--- src/rtl/alu_retire_unit.sv ---
// ALU result retire stage: evaluates the ARM condition against the architectural NZCV flags,
// registers passing results toward the register-file write port and updates the flags.
module alu_retire_unit #(
    parameter int REG_BITS = 4,
    parameter int CNT_BITS = 16
) (
    input  logic                clk,
    input  logic                rst,
    input  logic                in_valid,
    output logic                in_ready,
    input  logic [31:0]         in_out,
    input  logic [3:0]          in_flags,
    input  logic [4:0]          in_uop,
    input  logic [REG_BITS-1:0] in_rd,
    input  logic                in_s,
    input  logic [3:0]          in_cond,
    input  logic                flags_wr_en,
    input  logic [3:0]          flags_wr,
    output logic                wb_valid,
    input  logic                wb_ready,
    output logic [REG_BITS-1:0] wb_rd,
    output logic [31:0]         wb_data,
    output logic [3:0]          flags,
    output logic [CNT_BITS-1:0] retired_cnt,
    output logic [CNT_BITS-1:0] squashed_cnt
);

    localparam logic [4:0] UOP_CMP = 5'b00101;

    // ARM condition evaluation; flag order is Z, C, N, V from bit 0 upward.
    function automatic logic cond_pass(input logic [3:0] cond, input logic [3:0] f);
        logic z;
        logic c;
        logic n;
        logic v;
        logic pass;
        z = f[0];
        c = f[1];
        n = f[2];
        v = f[3];
        case (cond)
            4'd0:    pass = z;
            4'd1:    pass = !z;
            4'd2:    pass = c;
            4'd3:    pass = !c;
            4'd4:    pass = n;
            4'd5:    pass = !n;
            4'd6:    pass = v;
            4'd7:    pass = !v;
            4'd8:    pass = c & !z;
            4'd9:    pass = !c | z;
            4'd10:   pass = (n == v);
            4'd11:   pass = (n != v);
            4'd12:   pass = !z & (n == v);
            4'd13:   pass = z | (n != v);
            4'd14:   pass = 1'b1;
            default: pass = 1'b0;
        endcase
        return pass;
    endfunction

    function automatic logic [CNT_BITS-1:0] sat_inc(input logic [CNT_BITS-1:0] cnt);
        logic [CNT_BITS-1:0] res;
        if (cnt == {CNT_BITS{1'b1}}) begin
            res = cnt;
        end else begin
            res = cnt + {{(CNT_BITS-1){1'b0}}, 1'b1};
        end
        return res;
    endfunction

    logic accept_s;
    logic pass_s;
    logic is_cmp_s;
    logic retire_s;
    logic squash_s;
    logic wb_load_s;
    logic flag_load_s;

    // Handshake and retire decisions, all against the flags registered at the previous edge.
    always_comb begin
        in_ready    = !wb_valid | wb_ready;
        accept_s    = in_valid & in_ready;
        pass_s      = cond_pass(in_cond, flags);
        is_cmp_s    = (in_uop == UOP_CMP);
        retire_s    = accept_s & pass_s;
        squash_s    = accept_s & !pass_s;
        wb_load_s   = retire_s & !is_cmp_s;
        flag_load_s = retire_s & (in_s | is_cmp_s);
    end

    // One-entry write-back register; a new load replaces a draining entry without a bubble.
    always_ff @(posedge clk) begin
        if (rst) begin
            wb_valid <= 1'b0;
            wb_rd    <= {REG_BITS{1'b0}};
            wb_data  <= 32'h0000_0000;
        end else if (wb_load_s) begin
            wb_valid <= 1'b1;
            wb_rd    <= in_rd;
            wb_data  <= in_out;
        end else if (wb_ready) begin
            wb_valid <= 1'b0;
        end else begin
            wb_valid <= wb_valid;
        end
    end

    // Architectural flags; the external write takes priority over an ALU update.
    always_ff @(posedge clk) begin
        if (rst) begin
            flags <= 4'b0000;
        end else if (flags_wr_en) begin
            flags <= flags_wr;
        end else if (flag_load_s) begin
            flags <= in_flags;
        end else begin
            flags <= flags;
        end
    end

    // Saturating retire and squash counters.
    always_ff @(posedge clk) begin
        if (rst) begin
            retired_cnt  <= {CNT_BITS{1'b0}};
            squashed_cnt <= {CNT_BITS{1'b0}};
        end else begin
            if (retire_s) begin
                retired_cnt <= sat_inc(retired_cnt);
            end else begin
                retired_cnt <= retired_cnt;
            end
            if (squash_s) begin
                squashed_cnt <= sat_inc(squashed_cnt);
            end else begin
                squashed_cnt <= squashed_cnt;
            end
        end
    end

endmodule

--- config.mk ---
export PLATFORM = sky130hd
export DESIGN_NAME = alu_retire_unit
export DESIGN_NICKNAME = d
export VERILOG_FILES = /design/src/rtl/alu_retire_unit.sv
export SDC_FILE = /design/constraint.sdc
export NUM_CORES = 1
export LEC_CHECK = 0
export ABC_AREA = 0
export CAP_MARGIN = 20
export CORE_MARGIN = 5
export CORE_UTILIZATION = 39
export DETAILED_ROUTE_END_ITERATION = 10
export PLACE_DENSITY = 0.74
export SLEW_MARGIN = 40
export SYNTH_ARGS = -nofsm -noshare
export SYNTH_HDL_FRONTEND = slang
export SYNTH_SLANG_ARGS = --single-unit
--- constraint.sdc ---
create_clock -name clk -period 2.2 [get_ports clk]
set_clock_uncertainty 0.05 [all_clocks]
set_input_delay 0.33 -clock clk [delete_from_list [all_inputs] [get_ports clk]]
set_output_delay 0.33 -clock clk [all_outputs]
set_load 0.05 [all_outputs]
# Yosys cells after proc, flatten, opt, wreduce, memory -nomap -nowiden
# Cells that the tools add are included.
[totals] ff_bits=73 input_bits=59 out_inout_bits=74 word_cells=57
[op_classes] addsub=2 n_eq_ne=19 n_mux=5 n_bitwise=13 n_reduce_logical=12
[ops] operator="adder 16 x 1 -> 16 bit, second input constant" count=2
[ops] operator="== test 16 bit, second input constant" count=2
[ops] operator="== test 4 bit, second input constant" count=7
[ops] operator="== test 4 x 3 -> 1 bit, second input constant" count=4
[ops] operator="one-hot mux 1 bit (15 select lines)" count=1
[ops] operator="== test 4 x 2 -> 1 bit, second input constant" count=2
[ops] operator="two-way mux 4 bit" count=2
[ops] operator="bitwise AND 1 bit" count=7
[ops] operator="logical NOT 1 bit" count=7
[ops] operator="== test 5 x 3 -> 1 bit, second input constant" count=1
[ops] operator="== test 4 x 1 -> 1 bit, second input constant" count=1
[ops] operator="logical NOT 4 bit" count=1
[ops] operator="OR 1 bit" count=4
[ops] operator="AND reduction 2 bit" count=2
[ops] operator="nonzero test 2 bit" count=2
[ops] operator="two-way mux 1 bit" count=2
[ops] operator="inverter 1 bit" count=2
[ops] operator="== test 1 bit" count=1
[ops] operator="!= test 1 bit" count=1

# Longest topological paths before layout
# Gate-level depths: netlist of the first run.
[depth] word_depth=7 ltp_mapped=9 depth_no_buf=6

# Least setup slack after synthesis of the first run
# No wires, ideal clock.
[synth_timing] path_kind="reg-to-reg" from="reg flags[0]" to="reg retired_cnt[10]" setup_time_ps=132 arrival_time_ps=2348 required_time_ps=2018 setup_slack_ps=-330 path_stages_with_launch=9 n_path_buf=2 period_less_slack_ps=2530 cell_sequence="dfxtp_1 or4b_1 a311oi_1 o31ai_1 a211o_1 buf_6 buf_2 o31ai_1 a21oi_1"
[synth_between] elab_chain_cells=5
[synth_rtl] item="start, declared" line="23" rtl="output logic [3:0] flags,"
[synth_rtl] item="start signal, assigned" line="114" rtl="flags <= flags_wr;"
[synth_rtl] item="start signal, assigned" line="116" rtl="flags <= in_flags;"
[synth_rtl] item="start signal, assigned" line="118" rtl="flags <= flags;"
[synth_rtl] item="logical NOT 1 bit" line="43, 50, 54"
[synth_rtl] item="bitwise AND 1 bit, on equally long branches" line="54, 50"
[synth_rtl] item="one-hot mux 1 bit (15 select lines) *" line="41" rtl="case (cond)"
[synth_rtl] item="bitwise AND 1 bit *" line="86" rtl="retire_s = accept_s & pass_s;"
[synth_rtl] item="AND reduction 2 bit (no line) *"
[synth_rtl] item="end signal, assigned" line="125" rtl="retired_cnt <= {CNT_BITS{1'b0}};"
[synth_rtl] item="end signal, assigned" line="129" rtl="retired_cnt <= sat_inc(retired_cnt);"
[synth_rtl] item="end signal, assigned" line="131" rtl="retired_cnt <= retired_cnt;"
[synth_rtl] item="end, declared" line="24" rtl="output logic [CNT_BITS-1:0] retired_cnt,"
# Every way passes the cells marked *; elsewhere a longest branch is shown, timed or not.
# A chain may end at the register's enable or synchronous reset.

# Final worst setup path of the first run
[layout_timing] from="reg flags[3]" to="reg wb_data[8]"
[layout_between] elab_chain_cells=5
[layout_rtl] item="!= test 1 bit / == test 1 bit (equally long branches)"
[layout_rtl] item="OR 1 bit / bitwise AND 1 bit (equally long branches)" line="55, 54"
[layout_rtl] item="one-hot mux 1 bit (15 select lines) *" line="41"
[layout_rtl] item="bitwise AND 1 bit *" line="86"
[layout_rtl] item="bitwise AND 1 bit *" line="88" rtl="wb_load_s = retire_s & !is_cmp_s;"
[layout_rtl] item="end signal, assigned" line="101" rtl="wb_data <= in_out;"
[layout_rtl] item="end, declared" line="22" rtl="output logic [31:0] wb_data,"
# Marks and branches as above.

==> run metrics, run 1 <==
hpwl dp=6.79 mm; Routed Antenna Nets=0; CTS tree=done; Reg area=1490 um^2; fmax=411 MHz; Synth top area share=0.448; Slew Limit Fails=0; number of detailed-route iterations in the first pass=4; sequential area share after synthesis=0.448; Post-synth EDFFs=0; Initial Util=0.399; top_reg_cell synth=dfxtp_1; RSZ-0062 raised after global routing=yes; GP Congestion=0.755; total wire length=10.2 mm; endpoints failing hold=0; initial antenna violation count=0; share of layout cells above drive strength 1=0.213; failing checks=setup timing; Critical Path AT=2.60 ns; Setup CP Type=flip-flop to flip-flop; CP Launch Type=flip-flop; Final Cycle Share=1.11; row count=33; Sink Count=73; antenna fix cells=0; Post-Syn Area=3260 um^2; Multi-input gate area=1930 um^2; Final min period=2.43 ns; largest net degree at the start of global routing=40; Worst-path clk slew=0.08 ns; Post-DP Area=4920 um^2; peak supply drop=413 uV; worst hold path class=primary input to flip-flop; outcome=complete, but fails checks; async set or reset register ratio after synthesis=0; sum of negative setup slack=-11.98 ns; critical path peak fanout=9; Worst-Skew Late Latency=0.34 ns; routed via count=3442; Crit. End Element=flip-flop; critical path's slowest cell=or4b_4; IO Count=133; top cells by area, synth=dfxtp_1 (45%), mux2i_1 (13%), nor2_1 (6.0%); Crit path required time=2.37 ns; first-pass GRT wire length=15.4 mm; hold slack=0.287 ns; Final Total Pwr=3.27 mW; largest stage delay on the critical path=0.55 ns; H-tree depth=3; Num CTS Buffers=9; Seq cells post-synth=73; final worst slack=-0.233 ns; commonest cells in the netlist=dfxtp_1 (73), nor2_1 (52), mux2i_1 (43), a21oi_1 (28); clock buffer depth=2; largest area contributor in the netlist=dfxtp_1; Wirelength per Cell=16.0 um; Mapped Cells=360; synthesized area per cell=9.05 um^2; vias in the first global route=3282; count leader, synth=dfxtp_1; YS warnings=0; Leak=1.95 nW; Cell Pwr Density=595 nW/um^2; fillers=677; Worst slew margin=0.514; root buffer cell=clkbuf_8; final core utilization=0.672; Nets=588; Max-Cap Viols=0; Die ar.=10300 um^2; DRC viols=0; Worst-Margin Slew=0.723 ns; Die Y=101 um; GRT Total Usage=0.187; Via density=5.41; Syn Nets=421; number of port buffers=132; area growth from synthesis to layout=68.6%; grt total ovfl=0; CP cell instances=or4b_4 > a311oi_4 > o31ai_4 > buf_6 > a211oi_4 > buf_4 > clkbuf_16 > mux2i_1 > nor2_1; CORE AREA=8180 um^2; fin area=5500 um^2; Final setup viols=71; Synth cell types=42; initial detailed-routing violation count=81; floorplan die width=101 um
==> worst max-delay path: cells and delay by family, from the launching register on <==
kind                   cells  cell delay [ns]
AND/OR/NAND/NOR            2             0.60
flip-flops                 1             0.36
buffers and inverters      3             0.52
multiplexers               1             0.18
AO/OA/AOI/OAI              3             0.61
==> state kept, by name, summed over array words and instances (netlist names) <==
name and count:
wb_rd 4, wb_data 32, flags 4, wb_valid 1
squashed_cnt 16, retired_cnt 16
==> logic make-up (layout without fill, tap and decap cells) <==
kind of cell | after synthesis | in the layout | synth area share
muxes | 47 | 47 | 0.146
and+or+nand+nor | 136 | 136 | 0.217
xor gates and xnor gates | 4 | 4 | 0.0108
DFF | 73 | 73 | 0.448
AOI/OAI and AO/OA | 71 | 74 | 0.131
adders and majority gates | 2 | 2 | 0.00768
buffers and inverters | 27 | 195 | 0.0399
==> layout by cell type, fill, tap and decap left out, drive strengths merged, types with 3 or more instances in the layout <==
| cell type | instances |
|---|---|
| clkdlybuf4s50 | 127 |
| dfxtp | 73 |
| nor2 | 52 |
| mux2i | 43 |
| buf | 41 |
| a21oi | 28 |
| or3 | 19 |
| o21ai | 19 |
| nand2 | 13 |
| nand3 | 13 |
| o31ai | 12 |
| or4 | 11 |
| clkbuf | 11 |
| nand4 | 8 |
| inv | 8 |
| clkinv | 5 |
| nor2b | 4 |
| mux2 | 4 |
| a211o | 4 |
| nand3b | 3 |
| dlygate4sd2 | 3 |
| a311oi | 3 |
| nand2b | 3 |
==> final timing paths <==
path                                startpoint              to  slack [ns]  depth (start not counted)
worst max-delay path                  flags[3]      wb_data[8]       -0.23                          9
worst min-delay path                       rst        wb_valid        0.29                          2
worst max register to register        flags[3]      wb_data[8]       -0.23                          9
worst min register to register  retired_cnt[5]  retired_cnt[5]        0.43                          2
==> power breakdown <==
group	internal [mW]	switching [mW]	leakage [nW]	total (mW)
sequential	1.38	0.0396	0.601	1.42
combinational	0.451	0.497	1.26	0.948
clock	0.398	0.501	0.0889	0.898
total	2.23	1.04	1.95	3.27
==> per-layer routing <==
layer | routed length (um) | part of all wire | global-route usage
met1 | 3910 | 0.38 | 0.212
met2 | 5320 | 0.52 | 0.323
met3 | 735 | 0.072 | 0.0634
met4 | 239 | 0.023 | 0.0695
met5 | 0 | 0 | 0
==> cell type report <==
type,count,area share
clock buffers,9,0.0225
clock inverters,6,0.00637
inverters,7,0.00478
multi-input cells,263,0.352
flip-flops and latches,73,0.270
well taps,105,0.0239
repair buffers,173,0.320
==> stage by stage <==
step / cells / worst slack (ns)
5_1_grt: 636 / -0.321
4_1_cts: 635 / -0.213
3_5_place_dp: 603 / -0.693
6_report: 636 / -0.233
2_1_floorplan: 360 / -0.114
3_3_place_gp: 603 / -0.653
==> what timing repair did <==
item,4_1_cts,5_1_grt
endpoints found under the hold margin,0,0
gates resized for setup,36,24
endpoints found under the setup margin,71,72
pin swaps,31,6
setup buffers,11,1
hold buffers,0,0
gates cloned,6,2
No activity file was read; power rests on OpenSTA's default activity.
==> run 2, diff against run 1 <==
SKIP_CTS_REPAIR_TIMING = 1   (was unset)
==> run 2 against run 1 <==
  * The run still ends with setup timing left
  * Critical path depth unchanged
  * Sequential share of layout area up 0.19 points
  * Core utilization down 0.47 points
  * Sequential power about the same
  * Routed wire length down 2.6%
  * Highest routed layer unchanged
==> run metrics, run 2 (synthesized netlist as in run 1, its figures left out) <==
antenna fix cells=0; failing checks=setup timing; floorplan die width=101 um; root buffer cell=clkbuf_8; critical path peak fanout=9; number of detailed-route iterations in the first pass=5; Reg area=1490 um^2; first-pass GRT wire length=14.0 mm; Worst Hold Depth=2; Worst slew margin=0.633; R2R depth=9; Worst-Skew Late Latency=0.34 ns; DR WL met2=5.08 mm; Cell Pwr Density=595 nW/um^2; Sink Count=73; met3 routed WL=614 um; Worst-Margin Slew=0.549 ns; endpoints failing hold=0; Num CTS Buffers=9; IO Count=133; Critical Path AT=2.67 ns; largest reg by FF count=wb_data; most common cell after layout, fill and taps aside=clkdlybuf4s50_1; Via density=5.34; share of layout cells above drive strength 1=0.205; Final setup viols=72; DR top layer=met4; routed via count=3378; vias in the first global route=3014; CP Launch Type=flip-flop; Initial Util=0.399; final worst slack=-0.304 ns; area growth from synthesis to layout=67.4%; H-tree depth=3; Die ar.=10300 um^2; peak supply drop=412 uV; hpwl dp=6.79 mm; hold slack=0.282 ns; Placed Cells=603; initial detailed-routing violation count=110; Multi-input gate area=1890 um^2; CORE AREA=8180 um^2; CTS tree=done; row count=33; Routed Antenna Nets=0; fmax=399 MHz; initial antenna violation count=0; grt total ovfl=0; GRT Total Usage=0.168; outcome=complete, but fails checks; Setup CP Type=flip-flop to flip-flop; final cell count without fillers=632; worst hold path class=primary input to flip-flop; biggest regs=wb_data: 32 flops, retired_cnt: 16 flops, squashed_cnt: 16 flops; Leak=1.97 nW; largest net degree at the start of global routing=40; GP Congestion=0.755; max FFs per register=32; fillers=659; RSZ-0062 raised after global routing=yes; Nets=584; final core utilization=0.668; M1 wire length=4.04 mm; most frequent cells in the layout=clkdlybuf4s50_1 (126), dfxtp_1 (59), nor2_1 (52); Crit. End Element=flip-flop; number of port buffers=132; DRC viols=0; Final min period=2.50 ns; Die Y=101 um; Wirelength per Cell=15.7 um; clock buffer depth=2; Final Cycle Share=1.14; Slew Limit Fails=0; Crit path required time=2.37 ns; Max-Cap Viols=0; Worst-path clk slew=0.08 ns; total wire length=9.94 mm
[run 2: cell types whose count changed in the layout (fill, tap and decap cells not counted), sizes merged]
cell and delta:
a211o -3, clkdlybuf4s50 -1, clkbuf +2, dlymetal6s2s +4, buf -3, dlygate4sd2 -3
[run 2: layer usage]
layer,vias to the layer above,track usage
met3,19,0.0551
met5,-,0
met1,1626,0.193
met2,96,0.292
met4,0,0.0613
li1,1637,-
[run 2: power by group]
group | leakage [nW] | switching [mW] | internal, mW
sequential | 0.601 | 0.0412 | 1.38
clock | 0.0889 | 0.499 | 0.397
combinational | 1.28 | 0.487 | 0.442
[run 2: path summary, 6_finish.rpt]
kind,from,endpoint,slack (ns)
max,flags[3],wb_data[19],-0.30
min,rst,wb_valid,0.28
max reg2reg,flags[3],wb_data[19],-0.30
min reg2reg,retired_cnt[5],retired_cnt[5],0.43
[run 2: per-stage QoR]
stage	setup slack [ns]	cell area [um^2]	setup TNS, ns	total power, mW
finish	-0.304	5460	-15.03	3.25
global route	-0.374	5460	-18.67	3.39
CTS	-0.340	5080	-16.63	3.16
detailed placement	-0.693	4920	-42.83	2.26
global placement	-0.653	4920	-39.91	2.25
floorplan	-0.114	3350	-2.64	1.94
[run 2: final cells by class]
cell class	count	area share
clock inverters	6	0.00642
clock buffers	9	0.0227
multi-input cells	260	0.345
repair buffers	172	0.324
flip-flops and latches	73	0.272
inverters	7	0.00481
well taps	105	0.0241
[run 2: worst max-delay path, stage by stage, from the launching register on]
cell and delay [ns]:
dfxtp_4 0.36, or4b_4 0.55, a311oi_4 0.27, o31ai_4 0.14, buf_6 0.15, a211oi_4 0.22, buf_6 0.18, clkbuf_16 0.18
mux2i_1 0.20, nor2_1 0.06
